[src/rtl/mem_arbiter_2to1_pkg.sv]
// Shared definitions for the 2:1 memory arbiter: FSM encoding, requester ids
// and the saturating completion-counter helper.
package mem_arbiter_2to1_pkg;

   typedef enum logic [1:0] {
      ST_IDLE = 2'd0,
      ST_BUSY = 2'd1,
      ST_HOLD = 2'd2
   } arb_state_t;

   localparam logic REQ_ICACHE = 1'b0;
   localparam logic REQ_DATA   = 1'b1;

   function automatic logic [31:0] sat_inc32(input logic [31:0] v);
      return (v == '1) ? v : v + 32'd1;
   endfunction

endpackage

[src/rtl/mem_arbiter_2to1_rr_pick2.sv]
// Combinational two-way round-robin selector: on a tie the requester that was
// not granted last wins.
module rr_pick2
   import mem_arbiter_2to1_pkg::*;
(
   input  logic valid0,
   input  logic valid1,
   input  logic last_grant,
   output logic grant_valid,
   output logic grant_id
);

   always_comb begin
      grant_valid = valid0 | valid1;
      grant_id    = REQ_ICACHE;
      if (valid0 && valid1) begin
         grant_id = ~last_grant;
      end else if (valid1) begin
         grant_id = REQ_DATA;
      end
   end

endmodule

[src/rtl/mem_arbiter_2to1.sv]
// Two-requester memory arbiter: round-robin grant, one outstanding transaction,
// with a one-cycle HOLD after each completion to reject stale request valids.
module mem_arbiter_2to1
   import mem_arbiter_2to1_pkg::*;
#(
   parameter int unsigned ADDR_WIDTH = 32,
   parameter int unsigned DATA_WIDTH = 128
) (
   input  logic                  clk,
   input  logic                  reset,

   input  logic                  r0_valid,
   input  logic [ADDR_WIDTH-1:0] r0_addr,
   output logic                  r0_ready,
   output logic [DATA_WIDTH-1:0] r0_rdata,

   input  logic                  r1_valid,
   input  logic [ADDR_WIDTH-1:0] r1_addr,
   output logic                  r1_ready,
   output logic [DATA_WIDTH-1:0] r1_rdata,

   output logic                  mem_valid,
   output logic [ADDR_WIDTH-1:0] mem_addr,
   input  logic                  mem_ready,
   input  logic [DATA_WIDTH-1:0] mem_rdata,

   output logic                  grant_id,
   output logic                  busy,
   output logic [31:0]           r0_count,
   output logic [31:0]           r1_count
);

   arb_state_t            state_q, state_nxt;
   logic [ADDR_WIDTH-1:0] addr_q;
   logic                  id_q;
   logic                  last_q;
   logic [31:0]           cnt0_q, cnt1_q;

   logic pick_valid, pick_id;
   logic owner_valid, complete, deliver;

   rr_pick2 u_pick (
      .valid0      (r0_valid),
      .valid1      (r1_valid),
      .last_grant  (last_q),
      .grant_valid (pick_valid),
      .grant_id    (pick_id)
   );

   always_comb begin
      state_nxt = state_q;
      unique case (state_q)
         ST_IDLE: if (pick_valid) state_nxt = ST_BUSY;
         ST_BUSY: if (mem_ready)  state_nxt = ST_HOLD;
         ST_HOLD: state_nxt = ST_IDLE;
         default: state_nxt = ST_IDLE;
      endcase
   end

   // Completion still retires the transaction when the owner withdrew; only
   // the ready pulse (and its count) is suppressed.
   always_comb begin
      owner_valid = (id_q == REQ_DATA) ? r1_valid : r0_valid;
      complete    = (state_q == ST_BUSY) && mem_ready && !reset;
      deliver     = complete && owner_valid;
   end

   always_ff @(posedge clk) begin
      if (reset) begin
         state_q <= ST_IDLE;
         addr_q  <= '0;
         id_q    <= REQ_ICACHE;
         last_q  <= REQ_DATA;
         cnt0_q  <= '0;
         cnt1_q  <= '0;
      end else begin
         state_q <= state_nxt;
         if (state_q == ST_IDLE && pick_valid) begin
            addr_q <= (pick_id == REQ_DATA) ? r1_addr : r0_addr;
            id_q   <= pick_id;
            last_q <= pick_id;
         end
         if (deliver && id_q == REQ_ICACHE) cnt0_q <= sat_inc32(cnt0_q);
         if (deliver && id_q == REQ_DATA)   cnt1_q <= sat_inc32(cnt1_q);
      end
   end

   always_comb begin
      mem_valid = (state_q == ST_BUSY);
      busy      = (state_q == ST_BUSY);
      mem_addr  = addr_q;
      grant_id  = id_q;
      r0_count  = cnt0_q;
      r1_count  = cnt1_q;
      r0_ready  = deliver && (id_q == REQ_ICACHE);
      r1_ready  = deliver && (id_q == REQ_DATA);
      r0_rdata  = r0_ready ? mem_rdata : '0;
      r1_rdata  = r1_ready ? mem_rdata : '0;
   end

endmodule

[config.mk]
export PLATFORM = sky130hd
export DESIGN_NAME = mem_arbiter_2to1
export DESIGN_NICKNAME = d
export VERILOG_FILES = /design/src/rtl/mem_arbiter_2to1_pkg.sv /design/src/rtl/mem_arbiter_2to1_rr_pick2.sv /design/src/rtl/mem_arbiter_2to1.sv
export SDC_FILE = /design/constraint.sdc
export NUM_CORES = 1
export LEC_CHECK = 0
export ABC_AREA = 1
export CELL_PAD_IN_SITES_DETAIL_PLACEMENT = 1
export CELL_PAD_IN_SITES_GLOBAL_PLACEMENT = 1
export CORE_AREA = 3 3 214 216
export CTS_BUF_LIST = sky130_fd_sc_hd__clkbuf_16
export DETAILED_ROUTE_END_ITERATION = 10
export DIE_AREA = 0 0 217 219
export GPL_TIMING_DRIVEN = 0
export PLACE_DENSITY_LB_ADDON = 0.2
export SLEW_MARGIN = 10
export SYNTH_ARGS = -nofsm -noshare
export SYNTH_HDL_FRONTEND = slang
export SYNTH_HIERARCHICAL = 1
export SYNTH_SLANG_ARGS = --single-unit
export TNS_END_PERCENT = 20
[constraint.sdc]
create_clock -name clk -period 2.9 [get_ports clk]
set_input_delay 0.58 -clock clk [delete_from_list [all_inputs] [get_ports clk]]
set_output_delay 0.58 -clock clk [all_outputs]
set_load 0.01 [all_outputs]
; ---- After elaboration in Yosys (flattened, before gate mapping)
; Index checks and enable logic that the tools add are counted.
[totals]
regBits = 100
in_bits = 197
output_inout_bits = 357
elab_cells = 39
[classes]
addsub = 2
eq_ne = 5
muxes = 9
bitwise = 5
n_reduce_logical = 12
[op_table]
columns = cell, count
row1 = 2-to-1 mux 128 bit, 2
row2 = "adder 32 x 1 -> 32 bit, second input constant", 2
row3 = "equality test 32 bit, second input constant", 2
row4 = 2-to-1 mux 32 bit, 1
row5 = logical AND 1 bit, 7
row6 = AND reduction 2 bit, 3
row7 = 2-to-1 mux 2 bit, 2
row8 = "inequality test 2 bit, second input constant", 2
row9 = inverter 1 bit, 4
row10 = one-hot mux 2 bit (2 select lines), 1
row11 = 2-to-1 mux 1 bit, 3
row12 = "equality test 2 x 1 -> 1 bit, second input constant", 1
row13 = logical NOT 2 bit, 1
row14 = logical NOT 1 bit, 1
row15 = OR 1 bit, 1

; ---- Logic depth before layout (Yosys ltp)
; Gate-level depths: netlist (run 1).
[depth]
ltp_word = 6
ltp_mapped = 11
mapped_depth_nobuf = 10

; ---- Modules after synthesis
; Netlist (run 1), hierarchy kept.
[by_module_without_submodules]
columns = mod, n_inst, cells_per_inst, area_each_um2, seq_area_each_um2
row1 = mem_arbiter_2to1, 1, 1308, 7190.6, 2001.9
row2 = rr_pick2, 1, 3, 15.0, 0.0

; ---- Worst setup path before layout (run 1)
; OpenSTA, ideal clock, no wires.
[synth_timing]
kind = input to output
startpoint = input port mem_ready
endpoint = output port r0_rdata[107]
arrival_time_ns = 1.545
t_required_ns = 2.320
slack_ns = 0.775
cell_stages = 7
path_buffers = 3
cell_sequence = inv_1 > nor2_4 > nand3_2 > buf_4 > buf_2 > buf_2 > nor2_1
[synth_via]
elab_chain_len = 5
[synth_lines]
columns = item, line_no
row1 = "start, declared", mem_arbiter_2to1.sv:24  ; input logic mem_ready,
row2 = logical AND 1 bit (2 in a row), mem_arbiter_2to1.sv:64  ; complete = (state_q == ST_BUSY) && mem_ready && !reset;
row3 = logical AND 1 bit, mem_arbiter_2to1.sv:65  ; deliver = complete && owner_valid;
row4 = logical AND 1 bit, mem_arbiter_2to1.sv:95  ; r0_ready = deliver && (id_q == REQ_ICACHE);
row5 = 2-to-1 mux 128 bit, mem_arbiter_2to1.sv:97  ; r0_rdata = r0_ready ? mem_rdata : '0;
row6 = "end, declared", mem_arbiter_2to1.sv:15  ; output logic [DATA_WIDTH-1:0] r0_rdata,
; Every way passes these cells.

; ---- Worst setup path after layout (run 1)
[layout_timing]
startpoint = input port r0_valid
endpoint = output port r0_rdata[23]
[layout_via]
elab_chain_len = 4
[layout_lines]
columns = item, line_no
row1 = "start, declared", mem_arbiter_2to1.sv:12  ; input logic r0_valid,
row2 = 2-to-1 mux 1 bit, mem_arbiter_2to1.sv:63  ; owner_valid = (id_q == REQ_DATA) ? r1_valid : r0_valid;
row3 = logical AND 1 bit, mem_arbiter_2to1.sv:65
row4 = logical AND 1 bit, mem_arbiter_2to1.sv:95
row5 = 2-to-1 mux 128 bit, mem_arbiter_2to1.sv:97
; Every way passes these cells.

==> results.md, run 1 <==
* Outcome: complete, but fails checks
* Failing checks: negative setup slack
* Total CTS buffers at 9
* Uppermost layer routed: met5
* Final Util at 30.77%
* Top-count cell post-synth: nor2_1
* CTS tree: yes
* Capturing element type of the critical path: primary output
* Crit path to: r0_rdata[23]
* Synth async-reset ratio at 0%
* Synth Instances at 1311
* Synth area leaders: dfxtp_1, nor2_1, inv_1
* WS Path Type: input port to primary output
* Drt via density at 4.199
* Post-synth top area cell: dfxtp_1
* Largest net degree at the start of global routing at 16
* Hpwl dp at 46440 µm
* Root buffer cell: clkbuf_16
* DR pass1 iterations at 4
* Vias in the first global route at 10356
* Register area share after synthesis at between 20 and 30%
* Final Max Slew Viols at 0
* Layout fillers at 5727
* Area delta synth->final at 88.45%
* Crit share post-route at 100.6%
* Die width at ~220 µm
* Post-route setup slack at -16.68 ps
* Total number of vias at 10396
* Internal reg-to-reg setup slack at 960 ps
* Critical path arrival at 2340 ps
* Final hold viol count at 0
* Routed len/inst at 21.84 µm
* Worst R2R Start: r0_count[0]
* Post-Route WL at 54080 µm
* Final ANT Viol Nets at 0
* Slew @ Worst Pin at 732.1 ps
* Io pins at 554
* WL met3 at ~5600 µm
* Port Buf Inserts at 553
* Post-synth top area share at 27.78%
* Max transition margin at a little over 50%
* Initial Util at 16.33%
* Yosys Warn Count at 6
* Max Cap Violations at 0
* # nets final at 2077
* Reg-to-Reg End: r0_count[7]
* CP max FO at 10
* DRC at 0
* P per Cell Area at 272.9 nW/µm²
* Fmax at 342.9 MHz
* Rows at 77
* Netlist cell types at 32
* Leakage Power at between 6 and 7 nW
* Dpl cells at 2456
* Worst-Skew Late Latency at between 300 and 400 ps
* Data required, critical path at approximately 2300 ps
* Critical Path Source: r0_valid
* Die Area at 47520 µm²
* #FFs+latches synth at 100
* Ys flop type: dfxtp_1
* Global Route Usage Sum at 21.62%
* Hold crit path type: flip-flop to flip-flop
* Hold Buf Count CTS at 0
* Setup crit start kind: input port
* Initial DRC count at 429
* Post-synth EDFFs at 0
* CTS H-tree depth at 3
* Post-synth top cells: nor2_1, inv_1, nand2_1
* Syn_nets at 1510
* WL met2 at around 24000 µm
* Total gr overflow at 0
* Reg2Reg Depth at 11
* Clock sinks at 100
* Die H at 219 µm
* Placer congestion estimate at just over 0.9
* Maximum VDD drop at approximately 0.00028 V
* Clock Skew at 11.30 ps
* Tmin final at 2917 ps
* Synthesized area per cell at 5.496 µm²
* CTS Buffer Depth at 2
* Initial antenna violation count at 2
* Finished Layout Cells at 2476
* Synth Cell Area at 7206 µm²
* Met1 WL at 22700 µm
* First-pass GRT wire length at 74730 µm
* Core Area at 44120 µm²
* RSZ-0062 raised after global routing: yes
* Share of post-route cells with drive strength above 1 at 15.35%
* Endpoints failing setup at 2
* Clock slew at reported path FFs at 70 ps
[what timing repair did]
item / CTS / global route
resized for setup: 616 / 135
buffers inserted: 1 / 2
setup endpoints to repair: 258 / 233
pin swaps: 1 / 3
[how the worst min path moves through the flow]
stage	slack, ps	endpoint	cells after the start	from
3_5_place_dp	470	last_q	2	last_q
2_1_floorplan	440	last_q	2	last_q
4_1_cts	500	last_q	2	last_q
6_report	500	last_q	2	last_q
5_1_grt	520	state_q[1]	2	state_q[0]
3_3_place_gp	470	last_q	2	last_q
[report_power, final]
group          switching (W)  internal (W)  leakage [nW]
logic               0.000433      0.000449          5.64
clock network       0.000611      0.000748         0.155
registers          0.0000345       0.00143         0.814
total                0.00108       0.00263          6.61
[stage by stage]
stage	total power [W]	TNS, ps	area [µm²]	hold WS [ps]	worst slack (ps)
floorplan	0.001793	0	7206	443.2	775.1
global placement	0.002386	-152440	13480	469.9	-943.4
detailed placement	0.002392	-154400	13480	470.2	-928.0
CTS	0.003779	-5427	13790	499.5	-215.3
global route	0.003902	-1069	13580	523.6	-81.65
finish	0.003706	-32.99	13580	496.4	-16.68
[worst max-delay path: stages]
cell,delay (ps)
clkdlybuf4s50_1,510
inv_1,60
nor2_2,120
nand3_2,110
buf_8,170
buf_6,160
buf_4,180
nor2_2,160
clkdlybuf4s15_2,260
[layout make-up]
type                    instances  area (µm²)  share of cell area [%]
diodes                          1       2.502                 0.01843
plain buffers                  67       449.2                   3.308
clock buffers                   9       225.2                   1.659
clock inverters                 7       83.83                  0.6173
inverters                     212       795.8                   5.860
multi-input cells             932        4143                   30.51
flip-flops and latches        100        2002                   14.74
well taps                     592       740.7                   5.455
repair buffers                556        5137                   37.83
[registers in the layout, indices dropped and copies added, names as in the netlist]
signal    flops
mem_addr     32
grant_id      1
last_q        1
r0_count     32
r1_count     32
state_q       2
[layer usage]
layer / up-vias / global-route usage, %
met5: - / 0
met2: 370 / 34.30
met1: 4880 / 26.24
li1: 5096 / -
met3: 48 / 9.457
met4: 2 / 7.154
[kinds of logic after synthesis]
family | count (synthesis) | synth area share [%]
fa+ha+maj | 2 | 0.3472
flops | 100 | 27.78
buf+inv | 279 | 15.97
xor+xnor | 4 | 0.4863
simple gates | 769 | 44.31
compound gates | 157 | 11.10
[layout by cell type, fill, tap and decap left out, types with 25 or more instances in the layout]
cell / Yosys / routed
nand3_1: 73 / 73
buf_4: 3 / 25
inv_1: 204 / 205
clkbuf_2: 0 / 29
nor2_1: 456 / 428
o21ai_0: 33 / 33
dfxtp_1: 100 / 100
a21oi_1: 117 / 117
dlygate4sd2_1: 0 / 66
clkdlybuf4s15_2: 0 / 60
clkdlybuf4s50_1: 0 / 292
nand2_1: 192 / 192
buf_2: 38 / 82
nor2_2: 10 / 34
(Power assumes the default switching activity.)
==> run 2, diff against run 1 <==
--- a/config.mk
+++ b/config.mk
@@ -6,6 +6,7 @@
 export NUM_CORES = 1
 export LEC_CHECK = 0
 export ABC_AREA = 1
+export CAP_MARGIN = 20
 export CELL_PAD_IN_SITES_DETAIL_PLACEMENT = 1
 export CELL_PAD_IN_SITES_GLOBAL_PLACEMENT = 1
 export CORE_AREA = 3 3 214 216
@@ -14,7 +15,7 @@
 export DIE_AREA = 0 0 217 219
 export GPL_TIMING_DRIVEN = 0
 export PLACE_DENSITY_LB_ADDON = 0.2
-export SLEW_MARGIN = 10
+export SLEW_MARGIN = 30
 export SYNTH_ARGS = -nofsm -noshare
 export SYNTH_HDL_FRONTEND = slang
 export SYNTH_HIERARCHICAL = 1
==> results of run 2 <==
No change in the layout: final DEF, timing and power equal those of run 1.
==> run 3, diff against run 2 <==
--- a/config.mk
+++ b/config.mk
@@ -15,6 +15,8 @@
 export DIE_AREA = 0 0 217 219
 export GPL_TIMING_DRIVEN = 0
 export PLACE_DENSITY_LB_ADDON = 0.2
+export SKIP_CTS_REPAIR_TIMING = 1
+export SKIP_LAST_GASP = 1
 export SLEW_MARGIN = 30
 export SYNTH_ARGS = -nofsm -noshare
 export SYNTH_HDL_FRONTEND = slang
==> results.md, run 3 (same netlist as run 1, synthesis figures left out) <==
* Outcome: complete, but fails checks
* Failing checks: negative setup slack
* Commonest non-fill, non-tap cells in the layout: nor2_1, clkdlybuf4s50_1, inv_1
* Die width at 217 µm (unchanged)
* Core Area at 44120 µm² (unchanged)
* Total CTS buffers at 9 (unchanged)
* CTS Buffer Depth at 2 (unchanged)
* Initial DRC count at 492 (+15%)
* CP max FO at 10 (unchanged)
* Flop pwr share at 39.3% (-0.2 points)
* Layout fillers at 5580 (-2.6%)
* DRC at 0 (unchanged)
* Fmax at 316.3 MHz (-7.7%)
* DR pass1 iterations at 4 (unchanged)
* CTS H-tree depth at 3 (unchanged)
* Area of the multi-input gates at 4118 µm² (-0.60%)
* CTS tree: yes
* Rows at 77 (unchanged)
* Internal at 0.002640 W (+0.48%)
* Routed len/inst at 21.95 µm (+0.47%)
* Max transition margin at 51.31% (+0.12 points)
* First-pass GRT wire length at 74440 µm (-0.40%)
* Crit share post-route at 109.0% (+8.4 points)
* Largest net degree at the start of global routing at 16 (unchanged)
* Area delta synth->final at 99.98%
* Post-route setup slack at -261.3 ps (-244.7 ps)
* Switching power at 0.001085 W (+0.56%)
* Switching share of total power at 29.12% (about the same)
* Reg2Reg Depth at 11 (unchanged)
* Initial antenna violation count at 4 (+2)
* Tmin final at 3161 ps (+244.7 ps)
* Total number of vias at 10377 (-0.18%)
* Vias in the first global route at 10331 (-0.24%)
* Placer congestion estimate at 0.9096 (unchanged)
* Total gr overflow at 0 (unchanged)
* Hold crit path type: flip-flop to flip-flop
* Hpwl dp at 46440 µm (unchanged)
* Storage element area at 2002 µm² (unchanged)
* Post-Route WL at 54360 µm (+0.51%)
* Io pins at 554 (unchanged)
* Worst-Skew Late Latency at 380 ps (about the same)
* Capturing element type of the critical path: primary output
* Die Area at 47520 µm² (unchanged)
* RSZ-0062 raised after global routing: yes
* Initial Util at 16.33% (unchanged)
* # nets final at 2078 (+0.048%)
* Max Cap Violations at 0 (unchanged)
* Clock sinks at 100 (unchanged)
* Clock group share of total power at 36.7% (about the same)
* Root buffer cell: clkbuf_16
* Slew @ Worst Pin at 730.3 ps (-1.775 ps)
* Share of post-route cells with drive strength above 1 at 6.794% (-8.6 points)
* Logic gate share of total power at 24.0% (+0.2 points)
* Final ANT Viol Nets at 0 (unchanged)
* Power, Total at 0.003724 W (+0.51%)
* Commonest non-fill, non-tap cell in the layout: nor2_1
* Clock Skew at 11.50 ps (+0.1997 ps)
* Maximum VDD drop at 0.0002871 V (+1.5%)
* Die H at 219 µm (unchanged)
* Setup crit start kind: input port
* Endpoints failing setup at 17 (+15)
* WS Path Type: input port to primary output
* Final Max Slew Viols at 0 (unchanged)
* Setup TNS at -1818 ps (-1785 ps)
* Drt via density at 4.189 (-0.22%)
* Global Route Usage Sum at 21.55% (-0.070 points)
* Critical path arrival at 2580 ps (+240 ps)
* Hold Path Cell Cnt at 2 (unchanged)
* Port Buf Inserts at 553 (unchanged)
* Clock slew at reported path FFs at 70 ps (about the same)
* Data required, critical path at 2320 ps (about the same)
* P per Cell Area at 258.5 nW/µm² (-5.3%)
* Final hold viol count at 0 (unchanged)
* Leakage Power at 9.079 nW (+37%)
-- run 3: layout make-up --
type	count	share of cell area, %
inverter	212	5.522
antenna	1	0.01737
clock inverter	7	0.5817
tap	592	5.140
sequential	100	13.89
timing repair buffer	557	41.78
multi-input combinational	932	28.58
buffer	67	2.926
clock buffer	9	1.563
-- run 3: power groups by stage --
stage	combinational [W]	clock [W]	sequential (W)
detailed placement	0.000897	0	0.00150
floorplan	0.000279	0	0.00151
global route	0.000975	0.00146	0.00147
finish	0.000895	0.00137	0.00146
CTS	0.000903	0.00142	0.00147
global placement	0.000891	0	0.00149
-- run 3: critical path, stage by stage --
cell             delay [ps]
clkdlybuf4s50_1         510
inv_1                    60
nor2_2                  130
nand3_2                 120
buf_8                   170
clkbuf_4                190
nor2_1                  210
clkdlybuf4s50_1         600
-- run 3: routing by layer --
layer	wire length, µm	GRT usage [%]
met1	22410	26.35
met2	24570	34.29
met3	6021	9.111
met4	1343	6.915
met5	13	0
-- run 3: final timing paths --
path / start / to / slack (ps)
hold reg to reg: last_q / last_q / 500
setup reg to reg: r0_count[0] / r0_count[7] / 960
hold / removal: last_q / last_q / 500
setup / recovery: r0_valid / r0_rdata[1] / -260
-- run 3: stage by stage --
step	cells	utilization (%)	hold WS, ps	area, µm²	setup slack [ps]
detailed placement	2456	30.55	470.2	13480	-928.0
finish	2477	32.66	497.5	14410	-261.3
global placement	2456	30.55	469.9	13480	-943.4
floorplan	1311	-	443.2	7206	775.1
CTS	2472	31.25	499.5	13790	-948.6
global route	2476	32.65	523.6	14410	-340.6
